## src/rtl/weight_loader.sv

```systemverilog
// Weight loader: stages one kernel of weight words from a valid/ready stream, then flushes
// them to the downstream weight buffer as one flush pulse followed by ks streamed words.
module weight_loader #(
  parameter int unsigned DATA_WIDTH   = 16,
  parameter int unsigned BUFFER_DEPTH = 16
) (
  input  logic                  clk,
  input  logic                  rst,
  input  logic                  start,
  input  logic [7:0]            kernel_size,
  input  logic                  s_valid,
  input  logic [DATA_WIDTH-1:0] s_data,
  output logic                  s_ready,
  output logic                  flush,
  output logic [DATA_WIDTH-1:0] wb_data,
  input  logic                  flush_busy,
  output logic                  busy,
  output logic                  done,
  output logic                  err
);

  localparam int unsigned IdxW  = (BUFFER_DEPTH > 1) ? $clog2(BUFFER_DEPTH) : 1;
  localparam logic [7:0]  MaxKs = 8'(BUFFER_DEPTH);

  typedef enum logic [2:0] {
    StIdle,
    StFill,
    StFlush,
    StStream,
    StDone,
    StErr
  } state_e;

  state_e                state_q, state_d;
  logic [7:0]            ks_q, ks_d;
  logic [7:0]            wcnt_q, wcnt_d;
  logic [7:0]            rcnt_q, rcnt_d;
  logic [7:0]            ks_last;
  logic                  accept;
  logic [DATA_WIDTH-1:0] stage_q [BUFFER_DEPTH];

  assign ks_last = ks_q - 8'd1;
  assign accept  = (state_q == StFill) && s_valid;

  always_ff @(posedge clk or posedge rst) begin
    if (rst) begin
      state_q <= StIdle;
      ks_q    <= '0;
      wcnt_q  <= '0;
      rcnt_q  <= '0;
    end else begin
      state_q <= state_d;
      ks_q    <= ks_d;
      wcnt_q  <= wcnt_d;
      rcnt_q  <= rcnt_d;
    end
  end

  // Staging RAM is deliberately not reset; entries are always rewritten before being read.
  always_ff @(posedge clk) begin
    if (accept) begin
      stage_q[wcnt_q[IdxW-1:0]] <= s_data;
    end
  end

  always_comb begin
    state_d = state_q;
    ks_d    = ks_q;
    wcnt_d  = wcnt_q;
    rcnt_d  = rcnt_q;
    s_ready = 1'b0;
    flush   = 1'b0;
    wb_data = '0;
    busy    = 1'b1;
    done    = 1'b0;
    err     = 1'b0;
    unique case (state_q)
      StIdle: begin
        busy = 1'b0;
        if (start) begin
          ks_d    = kernel_size;
          wcnt_d  = '0;
          state_d = ((kernel_size == 8'd0) || (kernel_size > MaxKs)) ? StErr : StFill;
        end
      end
      StFill: begin
        s_ready = 1'b1;
        if (s_valid) begin
          wcnt_d = wcnt_q + 8'd1;
          if (wcnt_q == ks_last) begin
            state_d = StFlush;
          end
        end
      end
      StFlush: begin
        if (!flush_busy) begin
          flush   = 1'b1;
          rcnt_d  = '0;
          state_d = StStream;
        end
      end
      StStream: begin
        wb_data = stage_q[rcnt_q[IdxW-1:0]];
        rcnt_d  = rcnt_q + 8'd1;
        if (rcnt_q == ks_last) begin
          state_d = StDone;
        end
      end
      StDone: begin
        done    = 1'b1;
        state_d = StIdle;
      end
      StErr: begin
        done    = 1'b1;
        err     = 1'b1;
        state_d = StIdle;
      end
      default: state_d = StIdle;
    endcase
  end

endmodule
```

## config.mk

```make
export PLATFORM = sky130hd
export DESIGN_NAME = weight_loader
export DESIGN_NICKNAME = d
export VERILOG_FILES = /design/src/rtl/weight_loader.sv
export SDC_FILE = /design/constraint.sdc
export NUM_CORES = 1
export LEC_CHECK = 0
export CORE_MARGIN = 4
export CORE_UTILIZATION = 55
export CTS_CLUSTER_SIZE = 16
export DETAILED_ROUTE_END_ITERATION = 16
export PLACE_DENSITY_LB_ADDON = 0.1
export SLEW_MARGIN = 40
export SYNTH_ARGS = -nofsm -noshare
export SYNTH_HDL_FRONTEND = slang
export SYNTH_SLANG_ARGS = --single-unit
```

## constraint.sdc

```tcl
create_clock -name clk -period 3.05 [get_ports clk]
set_clock_uncertainty 0.05 [all_clocks]
set_input_delay 0.61 -clock clk [delete_from_list [all_inputs] [get_ports clk]]
set_output_delay 0.61 -clock clk [all_outputs]
set_load 0.02 [all_outputs]
```

==> results_dict.tcl, run 1 <==
set metrics [dict create \
    outcome "finished, violations left" \
    violations "negative setup slack" \
    seq_area_frac_synth_pct 72.5 \
    synth_edf_count 256 \
    grt_start_max_net_pins 27 \
    dieArea_um2 23300 \
    reg2reg_to "stage_q[3][0]$_DFFE_PP_" \
    fillers 1348 \
    floorplan.initialDensity_pct 56.4 \
    async_reset_ff_share_pct 9.54 \
    fp.dieH_um 153 \
    final-seq-area_um2 8370 \
    routedWlPerCell_um 25.2 \
    io_pins 50 \
    cts_made_buffers 28 \
    hpwlAfterDp_um 14700 \
    avgSynthCellArea_um2 20.1 \
    clock_path_buffers 3 \
    rows 52 \
    worst_slack_ns -0.265 \
    antenna_cells 0 \
    h-tree-depth 1 \
    core_area_um2 20400 \
    clk_pin_slew_ns 0.06 \
    finalSetupViolations 16 \
    vias_per_cell 6.00 \
    syn-num-nets 609 \
    r2r_setup_slack_ns 0.80 \
    ir_worst_vdd_mv 0.550 \
    drv_slew 0 \
    worst_slew_pin_slew_ns 0.746 \
    worstPathArrival_ns 2.66 \
    fin_crit_ns 3.32 \
    syn_to_final_growth_pct 20.4 \
    startpoint "rcnt_q[0]$_DFFE_PP0P_" \
    drt_pass1_iterations 4 \
    drv_cap 0 \
    ctsRootBufferMaster "clkbuf_16" \
    whs_ns 0.430 \
    globalplace.congestion 0.786 \
    grt.overflow.total 0 \
    remaining_drc_errors 0 \
    end_kind "output port" \
    timing.rr.start "state_q[1]$_DFFE_PP0P_" \
    final_layout_size_suffix_gt1_share_pct 34.3 \
    reg2reg_depth 5 \
    start_kind "flip-flop" \
    hold_viol 0 \
    nNetsFinal 723 \
    postLayoutCoreUtil_pct 68.0 \
    yosysWarnings 0 \
    antenna_found_initial 0 \
    clock_sinks 283 \
    critical_path.cell_chain "buf_8 > buf_16 > buf_12 > mux4_2 > mux4_2 > and2_4 > buf_6" \
    multiInputGateArea_um2 3050 \
    cts_tree "built" \
    place_worst_setup_slack_ns -0.0724 \
    power_density_nw_per_um2 866 \
    port_buffers 49 \
    grt_usage_pct 21.6 \
    syn_inst 574 \
    ant_nets 0 \
    synth_area_um2 11500 \
    ys_ff_latch 283 \
    critPathRequiredTime_ns 2.39 \
    cpMostUsedCell "mux4_2" \
    wl_um 24700 \
    hp-class "input port to asynchronous set/reset pin" \
    path_class "flip-flop to output port" \
    worstPathMaxFanout 4 \
    cp_slowest_cell "dfrtp_4" \
    post_synth_num_cell_types 37 \
    synthFlopType "edfxtp_1" \
    die_x_um 153 \
    fin_crit_sh_pct 109 \
    grt_pass1_wl_um 37900 \
    insertion_delay_ns 0.53 \
    vias 5870 \
    max_stage_delay_ns 0.51 \
    synth_top_area_share_pct 66.7 \
    fmax_mhz 302 \
    rsz0062_at_grt "true" \
    grt_pass1_vias 6165 \
    total_leakage_power_uw 0.00471 \
    crit_end "wb_data[3]" \
    maxSlewHeadroom_pct 49.9 \
    drt-initial-drc-count 485 \
    yosysTopAreaCell "edfxtp_1" \
    synthTopCellsByArea "edfxtp_1 67%, mux4_2 16%, dfrtp_1 5.9%, xor2_1 0.99%, and2_1 0.98%" \
]
==> per-stage QoR <==
step                cells  TNS (ns)  cell area [um2]  power (uW)
CTS                   978     -4.08            13900       12200
global placement      911    -0.314            12700        8340
finish                978     -3.58            13900       12000
global route          978     -4.58            13900       12600
detailed placement    911    -0.510            12700        8420
floorplan             574         0            11500        7400
==> power breakdown <==
| part | switching, uW | internal (uW) | total, uW | leakage (uW) |
|---|---|---|---|---|
| logic | 1680 | 2120 | 3800 | 0.00165 |
| clock network | 1350 | 1890 | 3230 | 0.000417 |
| registers | 305 | 4680 | 4990 | 0.00265 |
| total | 3340 | 8690 | 12000 | 0.00471 |
==> metal layers <==
layer	GRT usage, %	wire length, um	up-vias
met2	36.1	12600	194
met3	3.38	1460	37
li1	-	-	2538
met5	0	0	-
met4	4.71	444	0
met1	30.8	10200	3101
==> worst max-delay path, delay by kind of cell (launching register included) <==
kind,cells,cell delay [ns]
mux,2,0.90
buf+inv,4,0.53
flops,1,0.51
simple gates,1,0.18
==> placed cells by master (no fill, tap or decap), types with 2 or more instances in the layout <==
| master | netlist | final |
|---|---|---|
| a21oi_1 | 4 | 4 |
| and2_1 | 18 | 4 |
| and2_4 | 0 | 14 |
| and3_1 | 5 | 5 |
| buf_12 | 0 | 8 |
| buf_16 | 0 | 4 |
| buf_2 | 2 | 2 |
| buf_4 | 2 | 47 |
| buf_6 | 6 | 18 |
| buf_8 | 0 | 2 |
| bufinv_16 | 0 | 2 |
| clkbuf_1 | 18 | 4 |
| clkbuf_16 | 0 | 30 |
| clkdlybuf4s50_1 | 0 | 33 |
| clkinv_1 | 0 | 9 |
| clkinv_2 | 0 | 3 |
| clkinvlp_4 | 0 | 3 |
| dfrtp_1 | 27 | 25 |
| edfxtp_1 | 256 | 256 |
| ha_1 | 6 | 6 |
| inv_1 | 8 | 8 |
| mux2_2 | 6 | 6 |
| mux4_2 | 80 | 80 |
| nand2_1 | 20 | 20 |
| nand3_1 | 7 | 7 |
| nand4_1 | 5 | 5 |
| nor2_1 | 29 | 16 |
| nor2_2 | 1 | 14 |
| nor2b_1 | 2 | 2 |
| nor3_1 | 8 | 4 |
| nor3_2 | 0 | 4 |
| nor4_1 | 4 | 4 |
| o21ai_0 | 15 | 15 |
| or3_1 | 2 | 2 |
| xnor2_1 | 12 | 12 |
| xnor3_1 | 5 | 5 |
| xor2_1 | 13 | 13 |
==> synth_stat cells (all sizes together), types with 6 or more instances <==
| library cell | count |
|---|---|
| and2 | 18 |
| buf | 13 |
| clkbuf | 18 |
| dfrtp | 27 |
| edfxtp | 256 |
| ha | 6 |
| inv | 8 |
| mux2 | 6 |
| mux4 | 80 |
| nand2 | 20 |
| nand3 | 7 |
| nor2 | 30 |
| nor3 | 8 |
| o21ai | 15 |
| xnor2 | 12 |
| xor2 | 13 |
==> final cells by class <==
| cell class | count | share of cell area, % |
|---|---|---|
| Sequential cell | 283 | 60.3 |
| Multi-Input combinational cell | 252 | 22.0 |
| Timing Repair Buffer | 115 | 8.80 |
| Clock buffer | 33 | 5.34 |
| Tap cell | 270 | 2.43 |
| Clock inverter | 17 | 0.946 |
| Inverter | 8 | 0.216 |
==> registers in the layout (all words and copies together), names as in the netlist <==
register / cells
stage_q: 256
state_q: 3
ks_q: 8
rcnt_q: 8
wcnt_q: 8
==> worst min-delay path by stage <==
stage                     startpoint                     to  slack, ns
6_report                         rst  rcnt_q[5]$_DFFE_PP0P_       0.43
5_1_grt        rcnt_q[7]$_DFFE_PP0P_  rcnt_q[7]$_DFFE_PP0P_       0.47
4_1_cts                          rst  rcnt_q[6]$_DFFE_PP0P_       0.43
3_5_place_dp   rcnt_q[7]$_DFFE_PP0P_  rcnt_q[7]$_DFFE_PP0P_       0.46
3_3_place_gp   rcnt_q[7]$_DFFE_PP0P_  rcnt_q[7]$_DFFE_PP0P_       0.45
2_1_floorplan  rcnt_q[7]$_DFFE_PP0P_  rcnt_q[7]$_DFFE_PP0P_       0.41
==> repair_timing <==
item                       in CTS  in global routing
gates resized for setup       118                  1
setup endpoints to repair      16                 16
setup buffers                  12                  2
hold buffers                    0                  0
cloned                          5                  1
==> cells by family after synthesis <==
group	share of synthesized area (%)
AO/OA/AOI/OAI	1.11
XOR/XNOR	2.88
adder cells (fa/ha/maj)	0.651
buffers and inverters	1.75
flip-flops	72.5
multiplexers	16.3
AND/OR/NAND/NOR	4.79
Power figures use the tool's default switching activity.
==> inputs of run 2 (changes only) <==
--- a/config.mk
+++ b/config.mk
@@ -6,7 +6,7 @@
 export NUM_CORES = 1
 export LEC_CHECK = 0
 export CORE_MARGIN = 4
-export CORE_UTILIZATION = 55
+export CORE_UTILIZATION = 60
 export CTS_CLUSTER_SIZE = 16
 export DETAILED_ROUTE_END_ITERATION = 16
 export PLACE_DENSITY_LB_ADDON = 0.1
==> run 2 against run 1 <==
Against the previous run: the flow still finishes with violations (negative setup slack); first-iteration DRC count decreased by 5.2%; clock power increased by 9.0%; cell area decreased by 0.44%; count of clock-buffer cells in the layout increased by 2; die area decreased by 7.9%; combinational power decreased by 3%; cell count decreased by 2.6%; non-clock buffer count decreased by 17.
==> results_dict.tcl, run 2 (synthesized netlist as in run 1, its figures left out) <==
set metrics [dict create \
    comb_power_share_pct 30.1 \
    die_x_um 147 \
    wl_um 24000 \
    highest_layer "met4" \
    clock_sinks 283 \
    power_density_nw_per_um2 881 \
    worstPathArrival_ns 2.59 \
    wl_met2_um 12500 \
    drt_pass1_iterations 4 \
    start_kind "flip-flop" \
    core_area_um2 18800 \
    hpwlAfterDp_um 13100 \
    reg2reg_to "state_q[0]$_DFFE_PP0P_" \
    antenna_found_initial 0 \
    dieArea_um2 21500 \
    rsz0062_at_grt "true" \
    antenna_cells 0 \
    startpoint "rcnt_q[0]$_DFFE_PP0P_" \
    hold_buffers 0 \
    r2r_setup_slack_ns 0.80 \
    setup_tns_ns -2.34 \
    fmax_mhz 307 \
    maxSlewHeadroom_pct 64.5 \
    routedWlPerCell_um 25.2 \
    fp.dieH_um 147 \
    final_common_cell "edfxtp_1" \
    drv_slew 0 \
    outcome "finished, violations left" \
    clock_path_buffers 3 \
    rows 50 \
    grt_start_max_net_pins 29 \
    place_area_um2 12600 \
    path_class "flip-flop to output port" \
    h-tree-depth 1 \
    clock_power_share_pct 28.9 \
    finalSetupViolations 16 \
    io_pins 50 \
    grt_pass1_vias 6069 \
    grt.overflow.total 0 \
    critPathRequiredTime_ns 2.39 \
    crit_end "wb_data[10]" \
    remaining_drc_errors 0 \
    fillers 1087 \
    largest_reg_flops 256 \
    cts_tree "built" \
    cts_made_buffers 28 \
    p_int_uw 8860 \
    layout.cells.non_filler 953 \
    seqPwrFrac_pct 40.9 \
    syn_to_final_growth_pct 19.9 \
    routed-wl-met3_um 1910 \
    fin_crit_sh_pct 107 \
    timing.rr.start "ks_q[0]$_DFFE_PP0P_" \
    ant_nets 0 \
    postLayoutCoreUtil_pct 73.4 \
    insertion_delay_ns 0.53 \
    hold_viol 0 \
    drv_cap 0 \
    mostFrequentLayoutCells "256 x edfxtp_1, 80 x mux4_2, 33 x clkdlybuf4s50_1, 33 x buf_4, 29 x clkbuf_16" \
    fin_crit_ns 3.25 \
    numPlacedInstances 889 \
    grt_usage_pct 23.1 \
    worst_slew_pin_slew_ns 0.531 \
    hp-class "input port to asynchronous set/reset pin" \
    globalplace.congestion 0.770 \
    vias 5740 \
    ctsRootBufferMaster "clkbuf_16" \
    reg2reg_depth 8 \
    nNetsFinal 706 \
    drt-initial-drc-count 460 \
    ir_worst_vdd_mv 0.615 \
    worstPathMaxFanout 5 \
    clk_pin_slew_ns 0.06 \
    worst_slack_ns -0.205 \
    violations "negative setup slack" \
    switching_share_pct 27.3 \
    end_kind "output port" \
    route.layer.met1.wl_um 9260 \
    switchingPower_uw 3320 \
    final_layout_size_suffix_gt1_share_pct 33.3 \
    finalInstanceArea_um2 13800 \
    floorplan.initialDensity_pct 61.2 \
    grt_pass1_wl_um 37100 \
    vias_per_cell 6.02 \
    total_leakage_power_uw 0.00466 \
    port_buffers 49 \
]
## run 2: cell count changes in the layout (fill, tap and decap cells not counted), moves of 3 or more
| cell | change |
|---|---|
| buf_4 | -14 |
| buf_12 | +5 |
| buf_16 | -3 |
| bufinv_16 | +3 |
| clkinv_1 | -3 |
## run 2: per-layer routing
metal	vias to the layer above	track usage, %
li1	2507	-
met1	3016	33.0
met2	188	38.7
met3	29	3.66
met4	0	4.99
met5	-	0
## run 2: through the flow
| stage | worst slack (ns) | hold slack [ns] | power, uW |
|---|---|---|---|
| CTS | -0.262 | 0.397 | 12300 |
| finish | -0.205 | 0.402 | 12200 |
| global route | -0.266 | 0.438 | 12700 |
| detailed placement | -0.0648 | 0.461 | 8380 |
| floorplan | 0.330 | 0.409 | 7400 |
| global placement | -0.0332 | 0.448 | 8290 |
## run 2: how the worst min path moves through the flow
stage / from / endpoint
finish: rst / state_q[1]$_DFFE_PP0P_
global route: rst / wcnt_q[1]$_DFFE_PP0P_
CTS: rst / wcnt_q[1]$_DFFE_PP0P_
detailed placement: rcnt_q[7]$_DFFE_PP0P_ / rcnt_q[7]$_DFFE_PP0P_
global placement: rcnt_q[7]$_DFFE_PP0P_ / rcnt_q[7]$_DFFE_PP0P_
floorplan: rcnt_q[7]$_DFFE_PP0P_ / rcnt_q[7]$_DFFE_PP0P_
## run 2: power groups by stage
stage	Combinational (uW)	Clock, uW	Sequential [uW]
after floorplan	2480	0	4910
after global placement	3260	0	5040
after detailed placement	3320	0	5060
after CTS	3740	3580	4980
after global routing	3940	3760	5020
final	3670	3520	4980
## run 2: cell type report
type / instances / area, um2 / share of cell area (%)
repair buffers: 98 / 1090 / 7.86
clock inverters: 17 / 216 / 1.57
multi-input cells: 252 / 3060 / 22.1
flip-flops and latches: 283 / 8370 / 60.5
well taps: 260 / 325 / 2.35
clock buffers: 35 / 737 / 5.33
inverters: 8 / 30.0 / 0.217
## run 2: timing repair
item / in CTS / in global routing
gates resized for setup: 118 / 1
setup endpoints to repair: 16 / 16
gates cloned: 3 / 1
pin swaps: 16 / 0
setup buffers: 9 / 1
## run 2: worst max-delay path, stage by stage, from the launching register on
cell     delay [ns]
dfrtp_4        0.51
buf_4          0.17
buf_12         0.14
mux4_2         0.43
mux4_2         0.52
and2_4         0.16
buf_6          0.12
==> inputs of run 3 (changes only) <==
--- a/config.mk
+++ b/config.mk
@@ -6,10 +6,10 @@
 export NUM_CORES = 1
 export LEC_CHECK = 0
 export CORE_MARGIN = 4
-export CORE_UTILIZATION = 60
+export CORE_UTILIZATION = 55
 export CTS_CLUSTER_SIZE = 16
 export DETAILED_ROUTE_END_ITERATION = 16
-export PLACE_DENSITY_LB_ADDON = 0.1
+export PLACE_DENSITY = 0.7
 export SLEW_MARGIN = 40
 export SYNTH_ARGS = -nofsm -noshare
 export SYNTH_HDL_FRONTEND = slang
==> run 3 against run 2 <==
Against the previous run: the flow still finishes with violations (negative setup slack); cell count rose by 0.73%; cell area increased by 0.69%; first-iteration DRC count grew 8.5%; maximum frequency fell by 1.9%; sequential power about the same; routed wire length grew 5.2%; clock power fell by 2%; critical endpoint is now wb_data[12]; largest power group unchanged.
==> results_dict.tcl, run 3 (synthesized netlist as in run 1, its figures left out) <==
set metrics [dict create \
    grt.overflow.total 0 \
    setup_tns_ns -3.55 \
    vias 5836 \
    nNetsFinal 703 \
    antenna_found_initial 0 \
    grt_pass1_vias 6084 \
    drv_cap 0 \
    outcome "finished, violations left" \
    die_x_um 153 \
    core_area_um2 20400 \
    final-seq-area_um2 8370 \
    grt_pass1_wl_um 38600 \
    fin_crit_sh_pct 109 \
    path_class "flip-flop to output port" \
    worst_slew_pin_slew_ns 0.564 \
    fillers 1304 \
    cts_made_buffers 29 \
    worst_slack_ns -0.267 \
    fin_crit_ns 3.32 \
    hold_viol 0 \
    routedWlPerCell_um 26.4 \
    remaining_drc_errors 0 \
    ir_worst_vdd_mv 0.531 \
    multiInputGateArea_um2 3060 \
    cts_tree "built" \
    fmax_mhz 301 \
    syn_to_final_growth_pct 20.7 \
    clk_pin_slew_ns 0.06 \
    grt_start_max_net_pins 29 \
    antenna_cells 0 \
    worstPathMaxFanout 5 \
    clock_sinks 283 \
    grt_usage_pct 22.0 \
    total_leakage_power_uw 0.00468 \
    port_buffers 49 \
    globalplace.congestion 0.793 \
    wl_um 25300 \
    maxSlewHeadroom_pct 62.3 \
    whs_ns 0.386 \
    hp-class "input port to asynchronous set/reset pin" \
    mostFrequentLayoutCells "256 x edfxtp_1, 80 x mux4_2, 33 x clkdlybuf4s50_1" \
    drt-initial-drc-count 499 \
    ctsRootBufferMaster "clkbuf_16" \
    final_layout_size_suffix_gt1_share_pct 33.2 \
    io_pins 50 \
    drv_slew 0 \
    start_kind "flip-flop" \
    worstPathArrival_ns 2.66 \
    final_common_cell "edfxtp_1" \
    hpwlAfterDp_um 13800 \
    largest_reg_flops 256 \
    vias_per_cell 6.08 \
    violations "negative setup slack" \
    rows 52 \
    h-tree-depth 1 \
    insertion_delay_ns 0.54 \
    clock_path_buffers 3 \
    drt_pass1_iterations 5 \
    ant_nets 0 \
    end_kind "output port" \
    power_density_nw_per_um2 878 \
    finalSetupViolations 16 \
    rsz0062_at_grt "true" \
    floorplan.initialDensity_pct 56.4 \
    dieArea_um2 23300 \
    fp.dieH_um 153 \
    critPathRequiredTime_ns 2.39 \
]
run 3: repair_timing:
item	in CTS	in global routing
pin swaps	7	0
endpoints found under the setup margin	16	16
setup buffers	7	0
gates resized for setup	110	9
hold buffers	0	0
gates cloned	5	2
run 3: worst max-delay path, stage by stage (launching register included):
cell and delay (ns):
dfrtp_4 0.52, buf_6 0.16, buf_12 0.14, buf_6 0.11
mux4_2 0.43, mux4_2 0.46, and2_4 0.17, buf_6 0.12
run 3: power breakdown:
part / switching [uW] / total [uW] / internal [uW]
Combinational: 1650 / 3770 / 2120
Clock: 1440 / 3440 / 2000
Sequential: 330 / 5010 / 4680
Total: 3420 / 12200 / 8810
run 3: path summary, 6_finish.rpt:
path	from	end	slack, ns	cells past startpoint
max	rcnt_q[0]$_DFFE_PP0P_	wb_data[12]	-0.27	7
min	rst	rcnt_q[3]$_DFFE_PP0P_	0.39	3
max reg2reg	ks_q[0]$_DFFE_PP0P_	state_q[1]$_DFFE_PP0P_	0.70	7
min reg2reg	rcnt_q[7]$_DFFE_PP0P_	rcnt_q[7]$_DFFE_PP0P_	0.44	1
max in group asynchronous	rst	rcnt_q[0]$_DFFE_PP0P_	2.27	3
min in group clk	rcnt_q[7]$_DFFE_PP0P_	rcnt_q[7]$_DFFE_PP0P_	0.44	1
run 3: cell type report:
class | instances | area share, %
Tap cell | 270 | 2.43
Sequential cell | 283 | 60.1
Inverter | 8 | 0.216
Clock inverter | 19 | 1.29
Multi-Input combinational cell | 252 | 22.0
Clock buffer | 34 | 5.35
Timing Repair Buffer | 94 | 8.62
run 3: per-layer routing:
metal	part of all wire [%]	up-vias	track usage, %	wire length [um]
li1	-	2505	-	-
met1	42	3101	31.9	10600
met2	51	197	36.6	12900
met3	5.8	33	3.04	1480
met4	1.5	0	4.33	384
met5	0	-	0	0
run 3: stage by stage:
step	area (um2)	setup slack, ns	util [%]	power (uW)	instances
after global placement	12700	-0.0356	62.0	8320	894
final	13900	-0.267	68.1	12200	960
after floorplan	11500	0.330	-	7400	574
after detailed placement	12700	-0.0671	62.0	8410	894
after CTS	13900	-0.270	67.9	12300	959
after global routing	13900	-0.315	68.1	12800	960
